--- config.mk ---
export PLATFORM = sky130hd
export DESIGN_NAME = onehot_decoder_scan_flat
export DESIGN_NICKNAME = d
export VERILOG_FILES = /design/src/rtl/onehot_decoder_scan_pkg.sv /design/src/rtl/onehot_decoder_scan_if.sv /design/src/rtl/onehot_decoder_scan_dec.sv /design/src/rtl/onehot_decoder_scan.sv /design/src/flat_wrapper.sv
export SDC_FILE = /design/constraint.sdc
export NUM_CORES = 1
export LEC_CHECK = 0
export ABC_CLOCK_PERIOD_IN_PS = 4400
export CAP_MARGIN = 20
export CORE_MARGIN = 5
export CORE_UTILIZATION = 45
export CTS_CLUSTER_DIAMETER = 50
export DETAILED_ROUTE_END_ITERATION = 8
export PLACE_DENSITY = 0.7
export SLEW_MARGIN = 20
export SYNTH_ARGS = -nofsm -noshare
export SYNTH_HDL_FRONTEND = slang
export SYNTH_SLANG_ARGS = --single-unit
--- constraint.sdc ---
create_clock -name clk -period 4.4 [get_ports clk]
set_clock_uncertainty 0.1 [all_clocks]
set_input_delay 0.44 -clock clk [delete_from_list [all_inputs] [get_ports clk]]
set_output_delay 0.44 -clock clk [all_outputs]
set_load 0.01 [all_outputs]
--- src/rtl/onehot_decoder_scan_pkg.sv ---
// Shared state encoding, mode constants and next-state helper for the
// one-hot decoder / scan sequencer.
package onehot_decoder_scan_pkg;

    localparam logic [1:0] IDLE   = 2'd0;
    localparam logic [1:0] DIRECT = 2'd1;
    localparam logic [1:0] SCAN   = 2'd2;

    localparam logic MODE_DIRECT = 1'b0;
    localparam logic MODE_SCAN   = 1'b1;

    // The state is re-derived from en/mode every cycle, so the FSM has no memory of its own.
    function automatic logic [1:0] next_state(input logic en, input logic mode);
        logic [1:0] st;
        if (!en) begin
            st = IDLE;
        end else if (mode == MODE_SCAN) begin
            st = SCAN;
        end else begin
            st = DIRECT;
        end
        return st;
    endfunction

endpackage

--- src/rtl/onehot_decoder_scan_if.sv ---
// Control/select bundle between the controlling logic (master) and the
// decoder (slave).
interface onehot_decoder_scan_if #(
    parameter int SEL_W = 3,
    parameter int OUT_N = 8,
    parameter int DIV_W = 16
);
    logic             en;
    logic             mode;
    logic [SEL_W-1:0] sel;
    logic [DIV_W-1:0] div;
    logic [OUT_N-1:0] out;
    logic [SEL_W-1:0] idx;
    logic             step;

    modport master (
        output en, mode, sel, div,
        input  out, idx, step
    );

    modport slave (
        input  en, mode, sel, div,
        output out, idx, step
    );
endinterface

--- src/rtl/onehot_decoder_scan_dec.sv ---
// Combinational binary-to-one-hot map; values at or above OUT_N give all zeros.
module onehot_dec
    import onehot_decoder_scan_pkg::*;
#(
    parameter int SEL_W = 3,
    parameter int OUT_N = 8
) (
    input  logic [SEL_W-1:0] bin,
    output logic [OUT_N-1:0] onehot
);

    // One comparator per output; out-of-range values simply match nothing.
    always_comb begin
        onehot = {OUT_N{1'b0}};
        for (int i = 0; i < OUT_N; i++) begin
            if (bin == SEL_W'(i)) begin
                onehot[i] = 1'b1;
            end else begin
                onehot[i] = 1'b0;
            end
        end
    end

endmodule

--- src/rtl/onehot_decoder_scan.sv ---
// Registered one-hot decoder with round-robin scan mode; holds the FSM,
// the dwell prescaler and the index register.
module onehot_decoder_scan
    import onehot_decoder_scan_pkg::*;
#(
    parameter int SEL_W      = 3,
    parameter int OUT_N      = 8,
    parameter int DIV_W      = 16,
    parameter int ACTIVE_LOW = 0
) (
    input  logic                   clk,
    input  logic                   rst_n,
    onehot_decoder_scan_if.slave   bus
);

    localparam logic [OUT_N-1:0] INACTIVE = (ACTIVE_LOW != 0) ? {OUT_N{1'b1}} : {OUT_N{1'b0}};
    localparam logic [SEL_W-1:0] IDX_LAST = SEL_W'(OUT_N - 1);

    logic             armed_r;
    logic [1:0]       state_r;
    logic [DIV_W-1:0] cnt_r;
    logic [SEL_W-1:0] idx_r;
    logic [OUT_N-1:0] out_r;
    logic             step_r;

    logic [1:0]       state_nxt_s;
    logic [DIV_W-1:0] cnt_nxt_s;
    logic [SEL_W-1:0] idx_nxt_s;
    logic             step_nxt_s;
    logic [OUT_N-1:0] dec_s;
    logic [OUT_N-1:0] out_nxt_s;

    // Decoding the next index keeps out and idx aligned on the same edge.
    onehot_dec #(
        .SEL_W (SEL_W),
        .OUT_N (OUT_N)
    ) u_dec (
        .bin    (idx_nxt_s),
        .onehot (dec_s)
    );

    // Next-state, prescaler and index computation.
    always_comb begin
        state_nxt_s = next_state(bus.en, bus.mode);
        cnt_nxt_s   = {DIV_W{1'b0}};
        idx_nxt_s   = {SEL_W{1'b0}};
        step_nxt_s  = 1'b0;
        case (state_nxt_s)
            DIRECT: begin
                idx_nxt_s = bus.sel;
            end
            SCAN: begin
                if (state_r != SCAN) begin
                    cnt_nxt_s  = {DIV_W{1'b0}};
                    idx_nxt_s  = {SEL_W{1'b0}};
                    step_nxt_s = 1'b0;
                end else if (cnt_r >= bus.div) begin
                    // >= rather than == so a lowered div never strands the counter.
                    cnt_nxt_s  = {DIV_W{1'b0}};
                    idx_nxt_s  = (idx_r == IDX_LAST) ? {SEL_W{1'b0}} : idx_r + SEL_W'(1);
                    step_nxt_s = 1'b1;
                end else begin
                    cnt_nxt_s  = cnt_r + DIV_W'(1);
                    idx_nxt_s  = idx_r;
                    step_nxt_s = 1'b0;
                end
            end
            default: begin
                cnt_nxt_s  = {DIV_W{1'b0}};
                idx_nxt_s  = {SEL_W{1'b0}};
                step_nxt_s = 1'b0;
            end
        endcase
    end

    // Polarity is applied once, right before the output register.
    always_comb begin
        if (state_nxt_s == IDLE) begin
            out_nxt_s = INACTIVE;
        end else begin
            out_nxt_s = dec_s ^ INACTIVE;
        end
    end

    // State registers; the first edge after reset release only arms the block.
    always_ff @(posedge clk or negedge rst_n) begin
        if (!rst_n) begin
            armed_r <= 1'b0;
            state_r <= IDLE;
            cnt_r   <= {DIV_W{1'b0}};
            idx_r   <= {SEL_W{1'b0}};
            out_r   <= INACTIVE;
            step_r  <= 1'b0;
        end else if (!armed_r) begin
            armed_r <= 1'b1;
        end else begin
            state_r <= state_nxt_s;
            cnt_r   <= cnt_nxt_s;
            idx_r   <= idx_nxt_s;
            out_r   <= out_nxt_s;
            step_r  <= step_nxt_s;
        end
    end

    assign bus.out  = out_r;
    assign bus.idx  = idx_r;
    assign bus.step = step_r;

endmodule
--- src/flat_wrapper.sv ---
// flat-port wrapper written by rule: the top's interface ports become plain ports
module onehot_decoder_scan_flat import onehot_decoder_scan_pkg::*;
#(
    parameter int SEL_W      = 3,
    parameter int OUT_N      = 8,
    parameter int DIV_W      = 16,
    parameter int ACTIVE_LOW = 0
)
  (clk, rst_n, bus_en, bus_mode, bus_sel, bus_div, bus_out, bus_idx, bus_step);
  onehot_decoder_scan_if #(.SEL_W(SEL_W), .OUT_N(OUT_N), .DIV_W(DIV_W)) bus_i ();
  input  logic clk;
  input  logic rst_n;
  input wire logic [$bits(bus_i.en)-1:0] bus_en;
  input wire logic [$bits(bus_i.mode)-1:0] bus_mode;
  input wire logic [$bits(bus_i.sel)-1:0] bus_sel;
  input wire logic [$bits(bus_i.div)-1:0] bus_div;
  output wire logic [$bits(bus_i.out)-1:0] bus_out;
  output wire logic [$bits(bus_i.idx)-1:0] bus_idx;
  output wire logic [$bits(bus_i.step)-1:0] bus_step;
  assign bus_i.en = bus_en;
  assign bus_i.mode = bus_mode;
  assign bus_i.sel = bus_sel;
  assign bus_i.div = bus_div;
  assign bus_out = bus_i.out;
  assign bus_idx = bus_i.idx;
  assign bus_step = bus_i.step;
  onehot_decoder_scan #(.SEL_W(SEL_W), .OUT_N(OUT_N), .DIV_W(DIV_W), .ACTIVE_LOW(ACTIVE_LOW)) u_core (.clk(clk), .rst_n(rst_n), .bus(bus_i));
endmodule
Yosys cells after proc, flatten, opt, wreduce, memory -nomap -nowiden:

Cells that the tools add are included.

* bits of input ports: 23
* flip-flop bits (word level): 31
* output and inout port bits: 12

* reduce and logical (&&, ||, !) cells: 2
* add/subtract/negate cells: 2
* order comparisons: 1
* mux-type cells: 21
* eq/ne operators: 11

Operator list (count)
* 2-to-1 mux 16 bit: 3
* adder 16 x 1 -> 16 bit (second input constant): 1
* >= comparator 16 bit: 1
* == test 3 bit (second input constant): 5
* 2-to-1 mux 1 bit: 11
* 2-to-1 mux 3 bit: 3
* 2-to-1 mux 8 bit: 1
* == test 3 x 2 -> 1 bit (second input constant): 2
* case mux 3 bit (2 select lines): 1
* 2-to-1 mux 2 bit: 2
* adder 3 x 1 -> 3 bit (second input constant): 1
* == test 3 x 1 -> 1 bit (second input constant): 1
* logical NOT 3 bit: 1
* == test 2 x 1 -> 1 bit (second input constant): 1
* == test 2 bit (second input constant): 1
* logical NOT 2 bit: 1
* inequality test 2 bit (second input constant): 1

Longest topological paths before layout:

Gate-level depths: netlist of the first run.

* depth after elaboration: 8
* depth in mapped cells: 10
* gate-level depth less buffers: 8

Cells and area by module:

A second synthesis of the first run with hierarchy kept.

* cell total of the unflattened synthesis: 236
* area total of the unflattened synthesis: 2123.3 um^2

By module, submodules not included
* onehot_decoder_scan: cells each 228, times used 1, sequential area each 775.7 um^2, area an instance 2058.2 um^2
* onehot_dec: cells each 8, times used 1, sequential area each 0.0 um^2, area an instance 65.1 um^2

Worst setup path before layout of the first run:

No wires, ideal clock.

* path kind: input to register
* start: input port bus_div[14]
* end: register u_core.out_r[3] (netlist: u_core.bus.out[3])
* stages: 8
* data arrival time: 2.237 ns
* setup slack: 1.962 ns
* required time: 4.199 ns
* path buffers: 0
* cells stage by stage: inv_1 -> ha_1 -> nand4_1 -> or2_1 -> a311o_1 -> nand3_2 -> mux2_2 -> o32ai_1

* longest elaborated chain between the ends: 7

Ends and longest elaborated chain
* start, declared: RTL line flat_wrapper.sv:16 `input wire logic [$bits(bus_i.div)-1:0] bus_div;`
* >= comparator 16 bit: RTL line onehot_decoder_scan.sv:57 `end else if (cnt_r >= bus.div) begin`
* 2-to-1 mux 3 bit: RTL line onehot_decoder_scan.sv:57
* 2-to-1 mux 3 bit: RTL line onehot_decoder_scan.sv:53 `if (state_r != SCAN) begin`
* case mux 3 bit (2 select lines): RTL line onehot_decoder_scan.sv:48 `case (state_nxt_s)`
* == test 3 x 2 -> 1 bit: RTL line onehot_decoder_scan_dec.sv:16 `if (bin == SEL_W'(i)) begin`
* 2-to-1 mux 1 bit: RTL line onehot_decoder_scan_dec.sv:16
* 2-to-1 mux 8 bit: RTL line onehot_decoder_scan.sv:78 `if (state_nxt_s == IDLE) begin`
* end signal, assigned: RTL line onehot_decoder_scan.sv:100 `out_r <= out_nxt_s;`
* end, declared: RTL line onehot_decoder_scan.sv:23 `logic [OUT_N-1:0] out_r;`

Every way passes these cells.
A chain may end at the register's enable or synchronous reset.

Worst setup path after layout of the first run:

* start: input port bus_div[14]
* end: register u_core.cnt_r[3]

* longest elaborated chain between the ends: 4

Ends and longest elaborated chain
* >= comparator 16 bit: RTL line onehot_decoder_scan.sv:57
* 2-to-1 mux 16 bit: RTL line onehot_decoder_scan.sv:57
* 2-to-1 mux 16 bit: RTL line onehot_decoder_scan.sv:53
* 2-to-1 mux 16 bit: RTL line onehot_decoder_scan.sv:48
* end signal, assigned: RTL line onehot_decoder_scan.sv:90 `cnt_r <= {DIV_W{1'b0}};`
* end signal, assigned: RTL line onehot_decoder_scan.sv:98 `cnt_r <= cnt_nxt_s;`
* end, declared: RTL line onehot_decoder_scan.sv:21 `logic [DIV_W-1:0] cnt_r;`

Every way passes these cells.

==> metrics.yaml, run 1 <==
grt_pass1_wl_um: 7780
totalNegativeSetupSlack_ns: 0
r2r_cells: 7
dp.final_hpwl_um: 3340
numCtsBuffers: 5
peakVddDrop_uv: 168
clock_latency_ns: 0.29
cts_root_buf: "clkbuf_8"
drt_iter0_drc: 144
utilization: 0.579
ys_warn_count: 0
cp_top_family: "simple AND/OR/NAND/NOR gates"
rsz0062_at_grt: "false"
place_congestion: 0.752
synth_most_common_cell: "inv_1"
ctsResizeCount: 0
path_cells: "clkdlybuf4s50_1 -> inv_1 -> ha_1 -> nand4_1 -> or2_1 -> a311o_1 -> and4_1 -> and3_1 -> a211o_1"
grt_overflow: 0
r2r_start: "u_core.cnt_r[14]"
chipWidth_um: 77.3
worstSetupStartpointType: "input pin"
timing.fmax_mhz: 348
hold_path.class: "flip-flop to flip-flop"
p_total_uw: 677
cts_buffer_depth: 2
via_count: 1707
synth.top_cell.area_share: 0.381
cts_sinks: 31
antenna_cells: 0
cp_num_buf_inv: 2
remaining_drc_errors: 0
post-route-period-util: 0.654
avgViaCountPerCell: 5.45
routedWlPerCell_um: 14.5
maxCapViolCount: 0
synth_seq_area_share: 0.381
endpoint: "u_core.cnt_r[3]"
slowest_stage: "clkdlybuf4s50_1"
crit_path_end_kind: "flip-flop"
period_minus_slack_ns: 2.88
grt_pass1_vias: 1613
clk_pin_slew_ns: 0.07
synthTopCellsByArea: "dfrtp_1 (38%), ha_1 (12%), inv_1 (5.9%)"
drt-pass1-iter-count: 4
synthCells: 223
worstPathRequired_ns: 4.47
postLayoutSetupSlackWorst_ns: 1.52
cts_setup_buffers: 0
initial_utilization: 0.465
tritoncts: "yes"
multi_input_area_um2: 1100
netlist-cell-type-count: 45
worstReg2RegEnd: "u_core.cnt_r[3]"
p_per_area_nw_per_um2: 266
grtUsageTotal: 0.162
io_pins: 35
drt_wl_total_um: 4540
cp_slowest_stage_delay_ns: 0.45
cts_hold_buf: 0
rows: 24
ant_nets: 0
die_area_um2: 5970
cts_max_level: 2
hold_violations: 0
setup_viol: 0
path_depth: 9
synth_area_um2: 2040
synth_ff_type: "dfrtp_1"
worstPathMaxFanout: 15
dp_slack_ns: 1.27
finalInstanceArea_um2: 2540
die_h_um: 77.3
layout-drive-gt1-share: 0.0766
async_reset_ff_frac: 1.00
area_delta_synth_final_pct: 24.6
grt_max_degree: 32
antenna_found_initial: 0
nFillCells: 378
startpoint: "bus_div[14]"
syn_nets: 265
r2r_slack_ns: 1.70
synth-edff-count: 0
critPathArrivalTime_ns: 2.95
drv_slew: 0
final_nets: 302
synth_top_area_cell: "dfrtp_1"
synth-seq-cells: 31
coreArea_um2: 4380
avgSynthCellArea_um2: 9.13
slew-limit-headroom: 0.625
io_buffers: 34
post_dp_cell_area_um2: 2420
crit_type: "input pin to flip-flop"
area.sequential_um2: 776
status: "completed"
leakage_uw: 0.00119
synth.top_cells.by_count: "inv_1 (32), dfrtp_1 (31), ha_1 (19)"
tightest_slew_ns: 0.563
worst min-delay path by stage:
stage                     depth (start not counted)              end             from
after floorplan                                   0   u_core.armed_r            rst_n
after global placement                            1  u_core.bus.step  u_core.bus.step
after detailed placement                          1  u_core.bus.step  u_core.bus.step
after CTS                                         1  u_core.bus.step  u_core.bus.step
after global routing                              1  u_core.bus.step  u_core.bus.step
final                                             1  u_core.bus.step  u_core.bus.step
power by group:
part	internal [µW]	switching, µW
Combinational	42.4	39.0
Clock	183	115
Sequential	292	5.48
Total	517	159
stage by stage:
| stage | hold WS (ns) | cells |
|---|---|---|
| after detailed placement | 0.404 | 305 |
| final | 0.426 | 313 |
| after global placement | 0.405 | 305 |
| after floorplan | 0.0444 | 223 |
| after CTS | 0.423 | 313 |
| after global routing | 0.471 | 313 |
final cells by class:
cell class,count,share of cell area
clock buffer,6,0.0325
sequential,31,0.306
timing repair buffer,37,0.143
inverter,32,0.0473
tap,52,0.0256
clock inverter,2,0.0138
multi-input combinational,153,0.432
routing by layer:
metal  wire length [µm]  GRT usage  part of all wire  vias up
li1                   -          -                 -      879
met1               2150      0.219              0.47      784
met2               2080      0.248              0.46       38
met3                259     0.0457             0.057        6
met4                 55     0.0515             0.012        0
met5                  0          0                 0        -
cell families after synthesis:
| kind of cell | Yosys count | share of synthesized area |
|---|---|---|
| compound gates | 61 | 0.205 |
| xor+xnor | 2 | 0.00860 |
| fa+ha+maj | 19 | 0.117 |
| buf+inv | 39 | 0.0805 |
| flops | 31 | 0.381 |
| mux | 6 | 0.0319 |
| other cells | 1 | 0.00184 |
| simple gates | 64 | 0.174 |
flip-flops by register name (all words and copies together), names as in the netlist:
signal	cells
u_core.bus.step	1
u_core.armed_r	1
u_core.bus.out	8
u_core.cnt_r	16
u_core.state_r	2
u_core.bus.idx	3
placed cells by master (no fill, tap or decap), types with 2 or more instances in the layout:
cell type and n:
a211o_1 2, a21o_1 5, a21oi_1 12, a22o_1 8, a22oi_1 2, and3_1 3
buf_4 3, clkbuf_8 6, clkdlybuf4s50_1 34, dfrtp_1 31, ha_1 19, inv_1 32
mux2_2 4, mux2i_1 2, nand2_1 13, nand2b_1 2, nand3_1 7, nand4_1 6
nor2_1 5, nor2b_1 5, nor3_1 11, nor3b_1 2, o21ai_0 13, o21ai_1 2
o32ai_1 8, or3_1 2, xor2_1 2
Note: power is estimated with default switching activity, not from simulation.
==> run 2: changes to the inputs <==
ABC_CLOCK_PERIOD_IN_PS = 2450   (was 4400)
PLACE_DENSITY = 0.72   (was 0.7)
clock period = 2.45 ns   (was 4.4 ns; I/O delays follow)
==> run 2 against run 1 <==
  * The flow now finishes with violations (negative setup slack)
  * Via count up 12%
  * Routed wire length is 18% higher
  * Final cell count rose by 9.3%
  * Register-to-register slack got worse by 1.8 ns
  * Cell area grew 19%
  * Setup slack worse by 1.6 ns
  * Global-route usage is 2.0 points higher
  * Critical path type unchanged
  * Largest cell class unchanged
  * Largest power group is now sequential cells
  * Highest routed layer unchanged
==> metrics.yaml, run 2 (synthesized netlist as in run 1, its figures left out) <==
grt_max_degree: 32  # unchanged
cp_num_buf_inv: 2  # unchanged
remaining_drc_errors: 0  # unchanged
numCtsBuffers: 5  # unchanged
drt-pass1-iter-count: 4  # unchanged
period_minus_slack_ns: 2.55
area.sequential_um2: 776  # unchanged
cts_max_level: 2  # unchanged
die_h_um: 77.3  # unchanged
setup_viol: 6  # was 0
maxCapViolCount: 0  # unchanged
hold_path.class: "input pin to asynchronous set/reset pin"  # was flip-flop to flip-flop
r2r_cells: 7  # unchanged
hold_violations: 0  # unchanged
routedWlPerCell_um: 15.7  # was 14.5 µm
final_nets: 332  # was 302
dp.final_hpwl_um: 3640  # was 3340 µm
clock_latency_ns: 0.28  # was 0.29 ns
cts_sinks: 31  # unchanged
slowest_stage: "clkdlybuf4s50_1"  # unchanged
status: "complete, but fails checks"  # was completed
post-route-period-util: 1.04
antenna_cells: 0  # unchanged
antenna_found_initial: 0  # unchanged
crit_type: "input pin to flip-flop"  # unchanged
ant_nets: 0  # unchanged
tritoncts: "yes"  # unchanged
worstReg2RegEnd: "u_core.bus.out[4]"  # was u_core.cnt_r[3]
path_cells: "clkdlybuf4s50_1 -> inv_1 -> ha_1 -> nand4_1 -> or2_1 -> a311o_1 -> nand3_4 -> mux2_4 -> o32ai_2"  # was clkdlybuf4s50_1 -> inv_1 -> ha_1 -> nand4_1 -> or2_1 -> a311o_1 -> and4_1 -> and3_1 -> a211o_1
clk_pin_slew_ns: 0.06  # was 0.07 ns
peakVddDrop_uv: 361  # was 168 µV
grt_pass1_wl_um: 8850  # was 7780 µm
largest_reg_flops: 16  # unchanged
cts_hold_buf: 0  # unchanged
io_buffers: 34  # unchanged
r2r_slack_ns: -0.06  # was 1.70 ns
post_dp_cell_area_um2: 2620  # was 2420 µm²
grtUsageTotal: 0.181  # was 0.162
place_congestion: 0.820  # was 0.752
grt_pass1_vias: 1890  # was 1613
avgViaCountPerCell: 5.58  # was 5.45
rsz0062_at_grt: "true"  # was false
initial_utilization: 0.465  # unchanged
cp_top_family: "compound AO/OA/AOI/OAI gates"  # was simple AND/OR/NAND/NOR gates
p_per_area_nw_per_um2: 372  # was 266 nW/µm²
area_delta_synth_final_pct: 47.9  # was 24.6%
multi_input_area_um2: 1360  # was 1100 µm²
rows: 24  # unchanged
cp_slowest_stage_delay_ns: 0.46  # was 0.45 ns
coreArea_um2: 4380  # unchanged
leakage_uw: 0.00140  # was 0.00119 µW
io_pins: 35  # unchanged
r2r_start: "u_core.cnt_r[11]"  # was u_core.cnt_r[14]
drv_slew: 0  # unchanged
crit_path_end_kind: "flip-flop"  # unchanged
drt_iter0_drc: 78  # was 144
chipWidth_um: 77.3  # unchanged
totalNegativeSetupSlack_ns: -0.198  # was 0 ns
timing.fmax_mhz: 392
final_cell_mix: "buf_4 (31), dfrtp_1 (31), clkdlybuf4s50_1 (28)"  # was clkdlybuf4s50_1 (34), inv_1 (32), dfrtp_1 (31)
via_count: 1908  # was 1707
worstSetupStartpointType: "input pin"  # unchanged
grt_overflow: 0  # unchanged
finalInstanceArea_um2: 3010  # was 2540 µm²
nFillCells: 354  # was 378
critPathArrivalTime_ns: 2.63  # was 2.95 ns
cts_root_buf: "clkbuf_8"  # unchanged
postLayoutSetupSlackWorst_ns: -0.0986  # was 1.52 ns
layout-drive-gt1-share: 0.279  # was 0.0766
cts_buffer_depth: 2  # unchanged
violations: "negative setup slack"
drt_wl_total_um: 5380  # was 4540 µm
die_area_um2: 5970  # unchanged
worstPathRequired_ns: 2.53  # was 4.47 ns
worstPathMaxFanout: 5  # was 15
regMostFlops: "u_core.cnt_r"  # unchanged
run 2: how the worst max path moves through the flow:
stage	from	endpoint	slack (ns)	depth (start not counted)
floorplan	u_core.cnt_r[14]	u_core.bus.out[3]	0.07	7
global placement	bus_div[5]	u_core.bus.out[5]	-0.34	9
detailed placement	bus_div[14]	u_core.bus.out[6]	-0.41	9
CTS	bus_div[9]	u_core.bus.out[6]	0.0003	9
global route	u_core.cnt_r[15]	u_core.bus.out[4]	-0.16	7
finish	bus_div[8]	u_core.bus.out[4]	-0.1	9
run 2: power breakdown:
group          switching (µW)  internal, µW
registers                10.9           525
clock network             186           220
logic                    88.8          91.7
total                     285           836
run 2: layout make-up:
| class | count | area share |
|---|---|---|
| clock buffers | 6 | 0.0274 |
| clock inverters | 1 | 0.00166 |
| well taps | 52 | 0.0216 |
| flip-flops and latches | 31 | 0.257 |
| multi-input cells | 153 | 0.451 |
| inverters | 32 | 0.0399 |
| repair buffers | 67 | 0.201 |
run 2: metal layers:
| metal | GRT usage | up-vias | share of wire |
|---|---|---|---|
| met5 | 0 | - | 0 |
| met4 | 0.0550 | 0 | 0.0080 |
| met3 | 0.0422 | 6 | 0.039 |
| met2 | 0.300 | 40 | 0.49 |
| met1 | 0.234 | 920 | 0.46 |
| li1 | - | 942 | - |
run 2: metrics by stage:
stage	total power, µW	hold slack (ns)	worst slack, ns	utilization	cells
finish	1120	0.263	-0.0986	0.687	342
global route	1170	0.290	-0.161	0.687	342
CTS	1110	0.276	0.000258	0.664	341
detailed placement	700	0.412	-0.411	0.597	331
global placement	696	0.410	-0.344	0.597	331
floorplan	611	-0.151	0.0678	-	223
run 2: timing repair:
| item | CTS | global route |
|---|---|---|
| endpoints found under the setup margin | 11 | 21 |
| resized for setup | 28 | 21 |
| pin swaps | 19 | 7 |
| buffers inserted | 4 | 1 |
run 2: worst reg2reg max path, delay by kind of cell (launching register included):
kind                     cells  cell delay, ns
AO/OA/AOI/OAI                2            0.66
adder cells (fa/ha/maj)      1            0.29
AND/OR/NAND/NOR              3            0.60
multiplexers                 1            0.37
flip-flops                   1            0.41
==> run 3: changes to the inputs <==
ABC_CLOCK_PERIOD_IN_PS = 3100   (was 2450)
HOLD_SLACK_MARGIN = 0.15   (was default)
PLACE_DENSITY = 0.7   (was 0.72)
clock period = 3.1 ns   (was 2.45 ns; I/O delays follow)
==> run 3 against run 2 <==
  * Cell area is 16% lower
  * Sequential power shrank 21%
  * The run now ends clean
  * Total power shrank 25%
  * Highest routed layer unchanged
  * Via count is 8.7% lower
==> metrics.yaml, run 3 (synthesized netlist as in run 1, its figures left out) <==
status: "completed"  # was complete, but fails checks
hold_slack_ns: 0.318  # was 0.263 ns
hold_violations: 0  # unchanged
layout_commonest_cell: "clkdlybuf4s50_1"
cts_max_level: 2  # unchanged
worstPathMaxFanout: 15  # was 5
clock_latency_ns: 0.28  # about the same
post-route-period-util: 0.874
crit_path_end_kind: "flip-flop"  # unchanged
cts_root_buf: "clkbuf_8"  # unchanged
path_cells: "clkdlybuf4s50_1 -> inv_1 -> ha_1 -> nand4_1 -> or2_1 -> a311o_1 -> and4_1 -> and3_1 -> a211o_1"  # was clkdlybuf4s50_1 -> inv_1 -> ha_1 -> nand4_1 -> or2_1 -> a311o_1 -> nand3_4 -> mux2_4 -> o32ai_2
dp.final_hpwl_um: 3300  # was 3640 µm
period_minus_slack_ns: 2.71
cts_setup_buffers: 0  # was 4
layout-drive-gt1-share: 0.0865  # was 0.279
post_dp_cell_area_um2: 2460  # was 2620 µm²
maxCapViolCount: 0  # unchanged
numCtsBuffers: 5  # unchanged
chipWidth_um: 77.3  # unchanged
drv_slew: 0  # unchanged
drt_wl_total_um: 4370  # was 5380 µm
rsz0062_at_grt: "false"  # was true
p_per_area_nw_per_um2: 332  # was 372 nW/µm²
cts_buffer_depth: 2  # unchanged
crit_type: "input pin to flip-flop"  # unchanged
place_congestion: 0.772  # was 0.820
rows: 24  # unchanged
die_h_um: 77.3  # unchanged
grtUsageTotal: 0.159  # was 0.181
cp_slowest_stage_delay_ns: 0.45  # was 0.46 ns
via_count: 1742  # was 1908
tightest_slew_ns: 0.543
grt_overflow: 0  # unchanged
grt_pass1_vias: 1708  # was 1890
cts_sinks: 31  # unchanged
peakVddDrop_uv: 322  # was 361 µV
antenna_cells: 0  # unchanged
dp.cells: 310  # was 331
p_total_uw: 843  # was 1120 µW
ctsResizeCount: 0  # was 28
remaining_drc_errors: 0  # unchanged
io_buffers: 34  # unchanged
cts_hold_buf: 0  # unchanged
nFillCells: 387  # was 354
critPathArrivalTime_ns: 2.78  # was 2.63 ns
antenna_found_initial: 0  # unchanged
leakage_uw: 0.00119  # was 0.00140 µW
slew-limit-headroom: 0.638
final_cell_mix: "clkdlybuf4s50_1 (34), inv_1 (32), dfrtp_1 (31)"  # was buf_4 (31), dfrtp_1 (31), clkdlybuf4s50_1 (28)
multi_input_area_um2: 1100  # was 1360 µm²
routedWlPerCell_um: 13.7  # was 15.7 µm
ant_nets: 0  # unchanged
die_area_um2: 5970  # unchanged
avgViaCountPerCell: 5.48  # was 5.58
clk_pin_slew_ns: 0.06  # about the same
worstPathRequired_ns: 3.17  # was 2.53 ns
area.sequential_um2: 776  # unchanged
grt_max_degree: 32  # unchanged
largest_reg_flops: 16  # unchanged
tritoncts: "yes"  # unchanged
worstSetupStartpointType: "input pin"  # unchanged
final_nets: 307  # was 332
grt_pass1_wl_um: 7810  # was 8850 µm
coreArea_um2: 4380  # unchanged
layoutNonFillerInstCount: 318  # was 342
hold_path.class: "input pin to asynchronous set/reset pin"  # unchanged
area_delta_synth_final_pct: 24.7  # was 47.9%
regMostFlops: "u_core.cnt_r"  # unchanged
timing.fmax_mhz: 369
io_pins: 35  # unchanged
drt-pass1-iter-count: 4  # unchanged
slowest_stage: "clkdlybuf4s50_1"  # unchanged
finalInstanceArea_um2: 2540  # was 3010 µm²
initial_utilization: 0.465  # unchanged
setup_viol: 0  # was 6
totalNegativeSetupSlack_ns: 0  # was -0.198 ns
drt_iter0_drc: 76  # was 78
-- run 3: power breakdown --
group          leakage [µW]  internal, µW  switching, µW
combinational      0.000727          61.9           55.0
clock             0.0000422           157            146
sequential         0.000424           415           7.78
-- run 3: final cells by class --
cell class	count	area share
timing repair buffer	42	0.158
clock inverter	1	0.00197
tap	52	0.0256
clock buffer	7	0.0300
sequential	31	0.305
multi-input combinational	153	0.432
inverter	32	0.0473
-- run 3: critical path, delay by kind of cell --
kind	cells	cell delay (ns)
and+or+nand+nor	4	1.08
AOI/OAI and AO/OA	2	0.59
buffers and inverters	2	0.49
adders and majority gates	1	0.31
-- run 3: per-layer routing --
metal  vias up  track usage  routed length, µm
li1        895            -                  -
met1       803        0.212               2130
met2        34        0.243               1930
met3        10       0.0445                208
met4         0       0.0636                102
met5         -            0                  0
-- run 3: path summary, 6_finish.rpt --
check	start	end	slack (ns)	depth (start not counted)
worst max-delay path	bus_div[14]	u_core.cnt_r[3]	0.39	9
worst min-delay path	rst_n	u_core.state_r[1]	0.32	2
worst max register to register	u_core.cnt_r[14]	u_core.cnt_r[3]	0.45	7
worst min register to register	u_core.bus.step	u_core.bus.step	0.42	1
max in group asynchronous	rst_n	u_core.bus.out[0]	2.29	2
min in group clk	u_core.bus.step	u_core.bus.step	0.42	1
-- run 3: stage by stage --
stage / worst slack [ns] / utilization
finish: 0.391 / 0.579
global route: 0.230 / 0.579
CTS: 0.408 / 0.579
detailed placement: 0.120 / 0.561
global placement: 0.148 / 0.561
floorplan: 0.718 / -
